### src/rtl/vga_timing_gen.sv
// VGA raster timing generator: pixel-rate divider, h/v counters, and a
// pixel-rate output stage with sync and colour registered together.
module vga_timing_gen #(
    parameter int CW   = 3,
    parameter int DIV  = 2,
    parameter int HD   = 640,
    parameter int HF   = 16,
    parameter int HR   = 96,
    parameter int HB   = 48,
    parameter int VD   = 480,
    parameter int VF   = 10,
    parameter int VR   = 2,
    parameter int VB   = 33,
    parameter int HPOL = 0,
    parameter int VPOL = 0
) (
    input  logic            clk,
    input  logic            reset,
    input  logic [3*CW-1:0] rgb_in,
    output logic            hsync,
    output logic            vsync,
    output logic [CW-1:0]   red,
    output logic [CW-1:0]   green,
    output logic [CW-1:0]   blue,
    output logic            video_on,
    output logic            p_tick,
    output logic            line_tick,
    output logic            frame_tick,
    output logic [10:0]     pixel_x,
    output logic [10:0]     pixel_y
);

    localparam int HT = HD + HF + HR + HB;
    localparam int VT = VD + VF + VR + VB;

    localparam logic [3:0]  DIV_LAST = 4'(DIV - 1);
    localparam logic [10:0] H_LAST   = 11'(HT - 1);
    localparam logic [10:0] V_LAST   = 11'(VT - 1);
    localparam logic [10:0] H_VIS    = 11'(HD);
    localparam logic [10:0] V_VIS    = 11'(VD);
    localparam logic [10:0] HS_BEG   = 11'(HD + HF);
    localparam logic [10:0] HS_END   = 11'(HD + HF + HR - 1);
    localparam logic [10:0] VS_BEG   = 11'(VD + VF);
    localparam logic [10:0] VS_END   = 11'(VD + VF + VR - 1);
    localparam logic        H_ACT    = 1'(HPOL);
    localparam logic        V_ACT    = 1'(VPOL);

    logic [3:0]  div_cnt;
    logic [10:0] h;
    logic [10:0] v;
    logic        h_last;
    logic        v_last;
    logic        hsync_act;
    logic        vsync_act;

    // p_tick is a one-cycle strobe: every consumer advances exactly once per
    // cycle in which it is high; there is no back-pressure.
    always_comb begin
        p_tick     = (div_cnt == DIV_LAST) && !reset;
        h_last     = (h == H_LAST);
        v_last     = (v == V_LAST);
        line_tick  = p_tick && h_last;
        frame_tick = p_tick && h_last && v_last;
        video_on   = (h < H_VIS) && (v < V_VIS);
        hsync_act  = (h >= HS_BEG) && (h <= HS_END);
        vsync_act  = (v >= VS_BEG) && (v <= VS_END);
        pixel_x    = h;
        pixel_y    = v;
    end

    always_ff @(posedge clk) begin
        if (reset) begin
            div_cnt <= '0;
        end else if (div_cnt == DIV_LAST) begin
            div_cnt <= '0;
        end else begin
            div_cnt <= div_cnt + 4'd1;
        end
    end

    always_ff @(posedge clk) begin
        if (reset) begin
            h <= '0;
            v <= '0;
        end else if (p_tick) begin
            if (h_last) begin
                h <= '0;
                v <= v_last ? 11'd0 : v + 11'd1;
            end else begin
                h <= h + 11'd1;
            end
        end
    end

    // Sync and colour sample the same counter values so they stay aligned
    // one pixel behind the counters.
    always_ff @(posedge clk) begin
        if (reset) begin
            hsync <= ~H_ACT;
            vsync <= ~V_ACT;
            red   <= '0;
            green <= '0;
            blue  <= '0;
        end else if (p_tick) begin
            hsync <= hsync_act ? H_ACT : ~H_ACT;
            vsync <= vsync_act ? V_ACT : ~V_ACT;
            red   <= video_on ? rgb_in[CW-1:0]      : '0;
            green <= video_on ? rgb_in[2*CW-1:CW]   : '0;
            blue  <= video_on ? rgb_in[3*CW-1:2*CW] : '0;
        end
    end

endmodule

### config.mk
export PLATFORM = sky130hd
export DESIGN_NAME = vga_timing_gen
export DESIGN_NICKNAME = d
export VERILOG_FILES = /design/src/rtl/vga_timing_gen.sv
export SDC_FILE = /design/constraint.sdc
export NUM_CORES = 1
export LEC_CHECK = 0
export ABC_AREA = 1
export CORE_MARGIN = 4
export CORE_UTILIZATION = 50
export CTS_CLUSTER_DIAMETER = 120
export DETAILED_ROUTE_END_ITERATION = 10
export DONT_BUFFER_PORTS = 1
export GPL_TIMING_DRIVEN = 1
export PLACE_DENSITY = 0.66
export SLEW_MARGIN = 20
export SYNTH_ARGS = -nofsm -noshare
export SYNTH_HDL_FRONTEND = slang
export SYNTH_SLANG_ARGS = --single-unit
export TNS_END_PERCENT = 10
### constraint.sdc
create_clock -name clk -period 1.51 [get_ports clk]
set_clock_uncertainty 0.2 [all_clocks]
set_input_delay 0.0755 -clock clk [delete_from_list [all_inputs] [get_ports clk]]
set_output_delay 0.0755 -clock clk [all_outputs]
set_load 0.1 [all_outputs]
; ---- Word level (Yosys, flattened, before mapping)
; Index checks and enable logic that the tools add are counted.
[word_totals]
regBits = 37
in_bits = 11
out_inout_bits = 37
wordCells = 36
[classes]
addsub = 3
n_lt_le_gt_ge = 6
eq_ne = 3
mux = 7
n_reduce_logical = 9
[op_table]
columns = cell, n
row1 = "adder 11 x 1 -> 11 bit, second input constant", 2
row2 = "equality test 11 x 10 -> 1 bit, second input constant", 2
row3 = 2-to-1 mux 11 bit, 2
row4 = "greater-or-equal comparator 11 x 10 -> 1 bit, second input constant", 1
row5 = "greater-or-equal comparator 11 x 9 -> 1 bit, second input constant", 1
row6 = "less-or-equal comparator 11 x 10 -> 1 bit, second input constant", 1
row7 = "less-or-equal comparator 11 x 9 -> 1 bit, second input constant", 1
row8 = "less-than comparator 11 x 10 -> 1 bit, second input constant", 1
row9 = "less-than comparator 11 x 9 -> 1 bit, second input constant", 1
row10 = 2-to-1 mux 3 bit, 3
row11 = logical AND 1 bit, 6
row12 = "adder 4 x 1 -> 4 bit, second input constant", 1
row13 = "equality test 4 x 1 -> 1 bit, second input constant", 1
row14 = 2-to-1 mux 1 bit, 2
row15 = AND reduction 2 bit, 1
row16 = OR reduction 2 bit, 1
row17 = logical NOT 1 bit, 1

; ---- Longest topological paths before layout
; Gate-level depths: netlist (run 1).
[depth]
ltp_word = 4
ltp_mapped = 9
ltp_nobuf = 9

; ---- Least setup slack after synthesis (run 1)
; Ideal clock, no wire load.
[synth_timing]
path_kind = register to output
startpoint = reg h[0], in the netlist pixel_x[0]
endpoint = out frame_tick
t_arrival_ps = 2535
t_required_ps = 1234
setup_slack_ps = -1300
stages_incl_launch_ff = 8
path_buffers = 0
cell_sequence = dfxtp_1 -> ha_1 -> nand2_1 -> nor2_4 -> nand3_4 -> nor2_8 -> nand2_1 -> inv_1
[synth_between]
elab_chain_len = 3
[synth_lines]
columns = element, line
row1 = from (decl), 49  ; logic [10:0] h;
row2 = from (signal assigned), 90  ; h <= h + 11'd1;
row3 = equality test 11 x 10 -> 1 bit, 60  ; h_last = (h == H_LAST);
row4 = logical AND 1 bit (2 in a row), 63  ; frame_tick = p_tick && h_last && v_last;
row5 = to (decl), 28  ; output logic frame_tick,
; Every way passes these cells.

; ---- Final worst setup path (run 1)
[layout_timing]
startpoint = reg v[1], in the netlist pixel_y[1]
endpoint = out frame_tick
[layout_between]
elab_chain_len = 2
[layout_lines]
columns = element, line
row1 = from (decl), 50  ; logic [10:0] v;
row2 = from (signal assigned), 88  ; v <= v_last ? 11'd0 : v + 11'd1;
row3 = equality test 11 x 10 -> 1 bit, 61  ; v_last = (v == V_LAST);
row4 = logical AND 1 bit, 63
; Every way passes these cells.

==> results of run 1 <==
-- cells by family after synthesis --
family,after synthesis,synth area share
DFF,37,0.3859
adders and majority gates,5,0.03259
buffers and inverters,37,0.07822
xor gates and xnor gates,5,0.02282
and+or+nand+nor,158,0.3944
AOI/OAI and AO/OA,31,0.08606
-- registers in the layout (all words and copies together) (netlist names) --
signal   cells
pixel_x     11
pixel_y     11
vsync        1
blue         3
green        3
red          3
hsync        1
div_cnt      4
-- metrics by stage --
| step | power (mW) | hold slack [ps] | instances |
|---|---|---|---|
| after floorplan | 1.476 | -21.37 | 273 |
| after CTS | 2.417 | -376.7 | 419 |
| after global placement | 1.626 | -67.19 | 392 |
| after detailed placement | 1.633 | -65.78 | 392 |
| after global routing | 2.537 | -381.6 | 425 |
| final | 2.443 | -374.6 | 425 |
-- layer usage --
metal,GRT usage,part of all wire,vias to the layer above
met4,0.06809,0.027,0
li1,-,-,1086
met3,0.05468,0.068,20
met5,0,0,-
met1,0.2860,0.40,1042
met2,0.4040,0.50,91
-- power by group --
group	internal, mW	switching, mW	total (mW)
Clock	0.372	0.346	0.719
Sequential	1.01	0.0341	1.04
Combinational	0.217	0.465	0.682
Total	1.60	0.845	2.44
-- how the worst max path moves through the flow --
stage                           from         end  cells after the start
after floorplan           pixel_x[0]  frame_tick                      7
after global placement    pixel_x[1]  pixel_x[9]                      8
after detailed placement  pixel_x[1]  pixel_x[9]                      8
after CTS                 pixel_x[1]  frame_tick                      8
after global routing      pixel_y[1]  frame_tick                      8
final                     pixel_y[1]  frame_tick                      8
-- Yosys cell counts --
cell type  number
a21oi_2         2
buf_6           1
nand4_4         1
o21bai_1        1
o21ai_0         6
nand3_4         1
o21ai_1         6
a21oi_1        16
xnor2_1         3
buf_2           3
nor2_4          2
xor2_1          2
dfxtp_1        37
inv_2           6
nand3b_1        1
nand4_1         9
clkbuf_1        1
nand3_2         4
inv_1          26
nand4_2         1
nand2_2         2
nand3_1        17
ha_1            5
nand2_1        80
nor3_1          6
nor2_8          1
nor2_1         30
nor2_2          3
-- cell type report --
cell class                      count  area [um2]  area share
Multi-Input combinational cell    199        1212      0.3822
Timing Repair Buffer              101       879.6      0.2773
Sequential cell                    37       803.3      0.2533
Inverter                           32       126.4     0.03984
Clock buffer                        8       90.09     0.02840
Tap cell                           48       60.06     0.01893
-- worst max-delay path, cell delays in order, from the launching register on --
cell and delay, ps:
dfxtp_4 350, inv_1 90, ha_2 200, nand4_1 90, nor2_1 90, buf_4 140, nand2_4 60, clkinvlp_4 80
buf_12 160
-- repair_timing --
action                                  in CTS  in global routing
endpoints found under the setup margin      40                 37
endpoints found under the hold margin       37                 33
setup buffers                                9                  6
pin swaps                                   10                  7
gates resized for setup                     29                 37
==> impl_metrics.ini, run 1 <==
[timing]
finalWorstSetupSlack_ps = -335.1
worstMarginPinSlew_ps = 331.2
finalSetupTns_ps = -4194
period_minus_slack_ps = 1845
max_freq_mhz = 542.0
rsz0062_at_grt = true
timing.hold.ws_ps = -374.6
fin_crit_sh = 1.222
setup_viol = 27
hold_viol = 33
slew_viol_final = 0
slew_headroom = 0.7792

[run_status]
violations = negative hold slack, negative setup slack
status = finished with violations

[final_layout]
syn_to_final_growth_pct = 65.25
fillCellCount = 201
final_common_cell = buf_4
layout-drive-gt1-share = 0.4881
design_area_mm2 = 0.003172
antenna_cells = 0
nNetsFinal = 392
final_cell_mix = 77 x buf_4, 70 x nand2_1, 21 x nor2_1
utilization = 0.8599

[synthesis]
yosysSeqAreaShare = 0.3859
ys_types = 28
yosys.area.top_type = dfxtp_1
avgSynthCellArea_um2 = 7.031
synth_nets = 289
yosysWarnings = 0
synth_seq_cells = 37
syn_inst = 273
synth_area_leaders = dfxtp_1 39%, nand2_1 16%, nor2_1 5.9%, inv_1 5.1%, nand3_1 4.4%
syn_area_mm2 = 0.001919
synth_top_area_frac = 0.3859

[floorplanning]
coreArea_mm2 = 0.003689
start_util = 0.5204
die_w_um = 69.96
rows = 22
die_h_um = 69.96
io_pins = 48
die_area_mm2 = 0.004894

[setup_path]
timing.rr.end = pixel_y[9]
critical_path_class = flip-flop to output port
crit_arrival_ps = 1570
reg2reg_from = pixel_x[1]
reg2reg_slack_ps = -330
worst_setup_path_end_kind = output port
cp_max_fo = 3
reg2reg_depth = 12
critPathRequiredTime_ps = 1230
critPathLaunchType = flip-flop

[placement]
place.gp.congestion = 0.8781
post-place-ws_ps = -166.7
numPortBuffers = 0
hpwl_mm = 3.866
placed_area_mm2 = 0.002649

[power]
ir_drop_v = 0.0007305
p_leak_nw = 1.368
p_per_area_mw_per_mm2 = 770.1

[global_route]
grt_first_pass_wirelength_mm = 9.349
antenna_found_initial = 0
first_global_vias = 2052
grtUsageTotal = 0.2332
grt_max_degree = 18
grt_overflow = 0

[clock_network]
clockRootBuffer = clkbuf_8
cts_made_buffers = 5
clk_latency_ps = 290
clock_sinks = 37
cts_buffer_depth = 2
cts_tree = built
cts_max_level = 2
cts.clk_slew.worst_paths_ps = 70
hold_buffers = 10

[routing]
routed_wl_mm = 6.436
vias = 2239
routedWlPerCell_um = 15.14
drt_iter0_markers = 181
ant_nets = 0
via_per_inst = 5.268
route.detailed.drc = 0
dr.pass1.iters = 4

[job]
maxCapViolations = 0

[min_path]
hold-path-cell-count = 1
holdCritPathClass = input pin to flip-flop
min-delay-start = reset
hold_end = pixel_y[3]
(Power assumes the default switching activity.)
==> inputs of run 2 (changes only) <==
CORE_UTILIZATION = 43   (was 50)
PLACE_DENSITY = 0.58   (was 0.66)
==> run 2 against run 1 <==
The run ends with negative setup slack left. First-iteration DRC count down 45%. Final cell count grew 3.1%. Total power grew 12%. Critical path type unchanged.
==> impl_metrics.ini, run 2 (synthesized netlist as in run 1, its figures left out) <==
[power]
clkPwrFrac = 0.377
p_int_mw = 1.870
seq_power_share = 0.379
p_per_area_mw_per_mm2 = 827.0
finalPower_mw = 2.737
p_leak_nw = 1.504
ir_drop_v = 0.0008842
combPwrFrac = 0.244
power.switching_mw = 0.8667
switching_share = 0.3167

[routing]
dr.pass1.iters = 4
route.detailed.drc = 0
ant_nets = 0
vias = 2222
routed_wl_mm = 5.984
via_per_inst = 5.073
routedWlPerCell_um = 13.66
drt_iter0_markers = 100

[clock_network]
cts_made_buffers = 5
clock_sinks = 37
cts_max_level = 2
cts_buffer_depth = 2
clk_latency_ps = 290
cts.clk_slew.worst_paths_ps = 80
cts_tree = built
clockRootBuffer = clkbuf_8

[setup_path]
worst_setup_path_end_kind = output port
critPathRequiredTime_ps = 1230
critPathLaunchType = flip-flop
critical_path_class = flip-flop to output port
crit_arrival_ps = 1570
cp_max_fo = 4

[final_layout]
antenna_cells = 0
syn_to_final_growth_pct = 72.42
layout-drive-gt1-share = 0.4948
fin_cells = 438
nNetsFinal = 401
final_cell_mix = 85 x buf_4, 67 x nand2_1, 25 x nor2_1
final_common_cell = buf_4

[global_route]
antenna_found_initial = 0
first_global_vias = 2072
grt_overflow = 0
grt_first_pass_wirelength_mm = 9.466
grtUsageTotal = 0.2178
grt_max_degree = 17

[timing]
period_minus_slack_ps = 1842
hold_viol = 0
finalSetupTns_ps = -3336
finalWorstSetupSlack_ps = -331.7
max_freq_mhz = 543.0
fin_crit_sh = 1.220
worstMarginPinSlew_ps = 941.9
setup_viol = 23
rsz0062_at_grt = true
slew_viol_final = 0
slew_headroom = 0.3721

[run_status]
status = finished with violations
violations = negative setup slack

[job]
maxCapViolations = 0

[floorplanning]
rows = 24
coreArea_mm2 = 0.004324
io_pins = 48
die_area_mm2 = 0.005597
die_w_um = 74.81
die_h_um = 74.81
start_util = 0.4439

[placement]
numPortBuffers = 0
hpwl_mm = 3.936
post-place-ws_ps = -194.2
place.gp.congestion = 0.8583
place_inst = 395

[min_path]
holdCritPathClass = input pin to flip-flop
## run 2: layout make-up
type	instances	area, um2
sequential	37	808.3
tap	52	65.06
fill	307	1015
clock inverter	3	65.06
clock buffer	5	68.82
inverter	32	126.4
multi-input combinational	199	1211
timing repair buffer	110	964.7
## run 2: repair_timing
action	4_1_cts	5_1_grt
gates resized for setup	36	26
hold buffers	11	0
hold endpoints to repair	37	0
setup endpoints to repair	40	40
setup buffers	17	7
pin swaps	8	13
## run 2: routing by layer
metal,part of all wire,routed length (um),vias up,GRT usage
met5,0,0,-,0
met4,0.013,78,0,0.05929
met3,0.063,379,9,0.05607
met2,0.50,2975,76,0.3766
met1,0.43,2551,1039,0.2683
li1,-,-,1098,-
## run 2: worst max-delay path: stages, from the launching register on
cell        delay [ps]
dfxtp_4            360
ha_4               140
nand2_4             50
nor2_4             110
nand3_4            110
nor2_8             180
nand2_4             70
clkinvlp_4          80
buf_12             160
## run 2: worst paths after layout
check | from | end | slack [ps] | depth (start not counted)
worst max-delay path | pixel_x[0] | frame_tick | -330 | 8
worst min-delay path | reset | pixel_x[8] | 5 | 5
worst max register to register | pixel_x[0] | pixel_y[4] | -260 | 10
worst min register to register | red[1] | red[1] | 250 | 2
## run 2: through the flow
step | instance area (um2) | hold slack (ps) | utilization
final | 3309 | 5.446 | 0.7653
after global routing | 3309 | 38.91 | 0.7653
after CTS | 3167 | 2.361 | 0.7324
after detailed placement | 2684 | -64.53 | 0.6207
after global placement | 2684 | -66.68 | 0.6207
after floorplan | 2027 | -21.37 | -
## run 2: power by group through the flow
stage	registers, mW	logic (mW)	clock network (mW)
6_report	1.04	0.668	1.03
3_5_place_dp	1.06	0.589	0
4_1_cts	1.03	0.655	1.05
2_1_floorplan	1.33	0.142	0
3_3_place_gp	1.06	0.583	0
5_1_grt	1.04	0.704	1.10
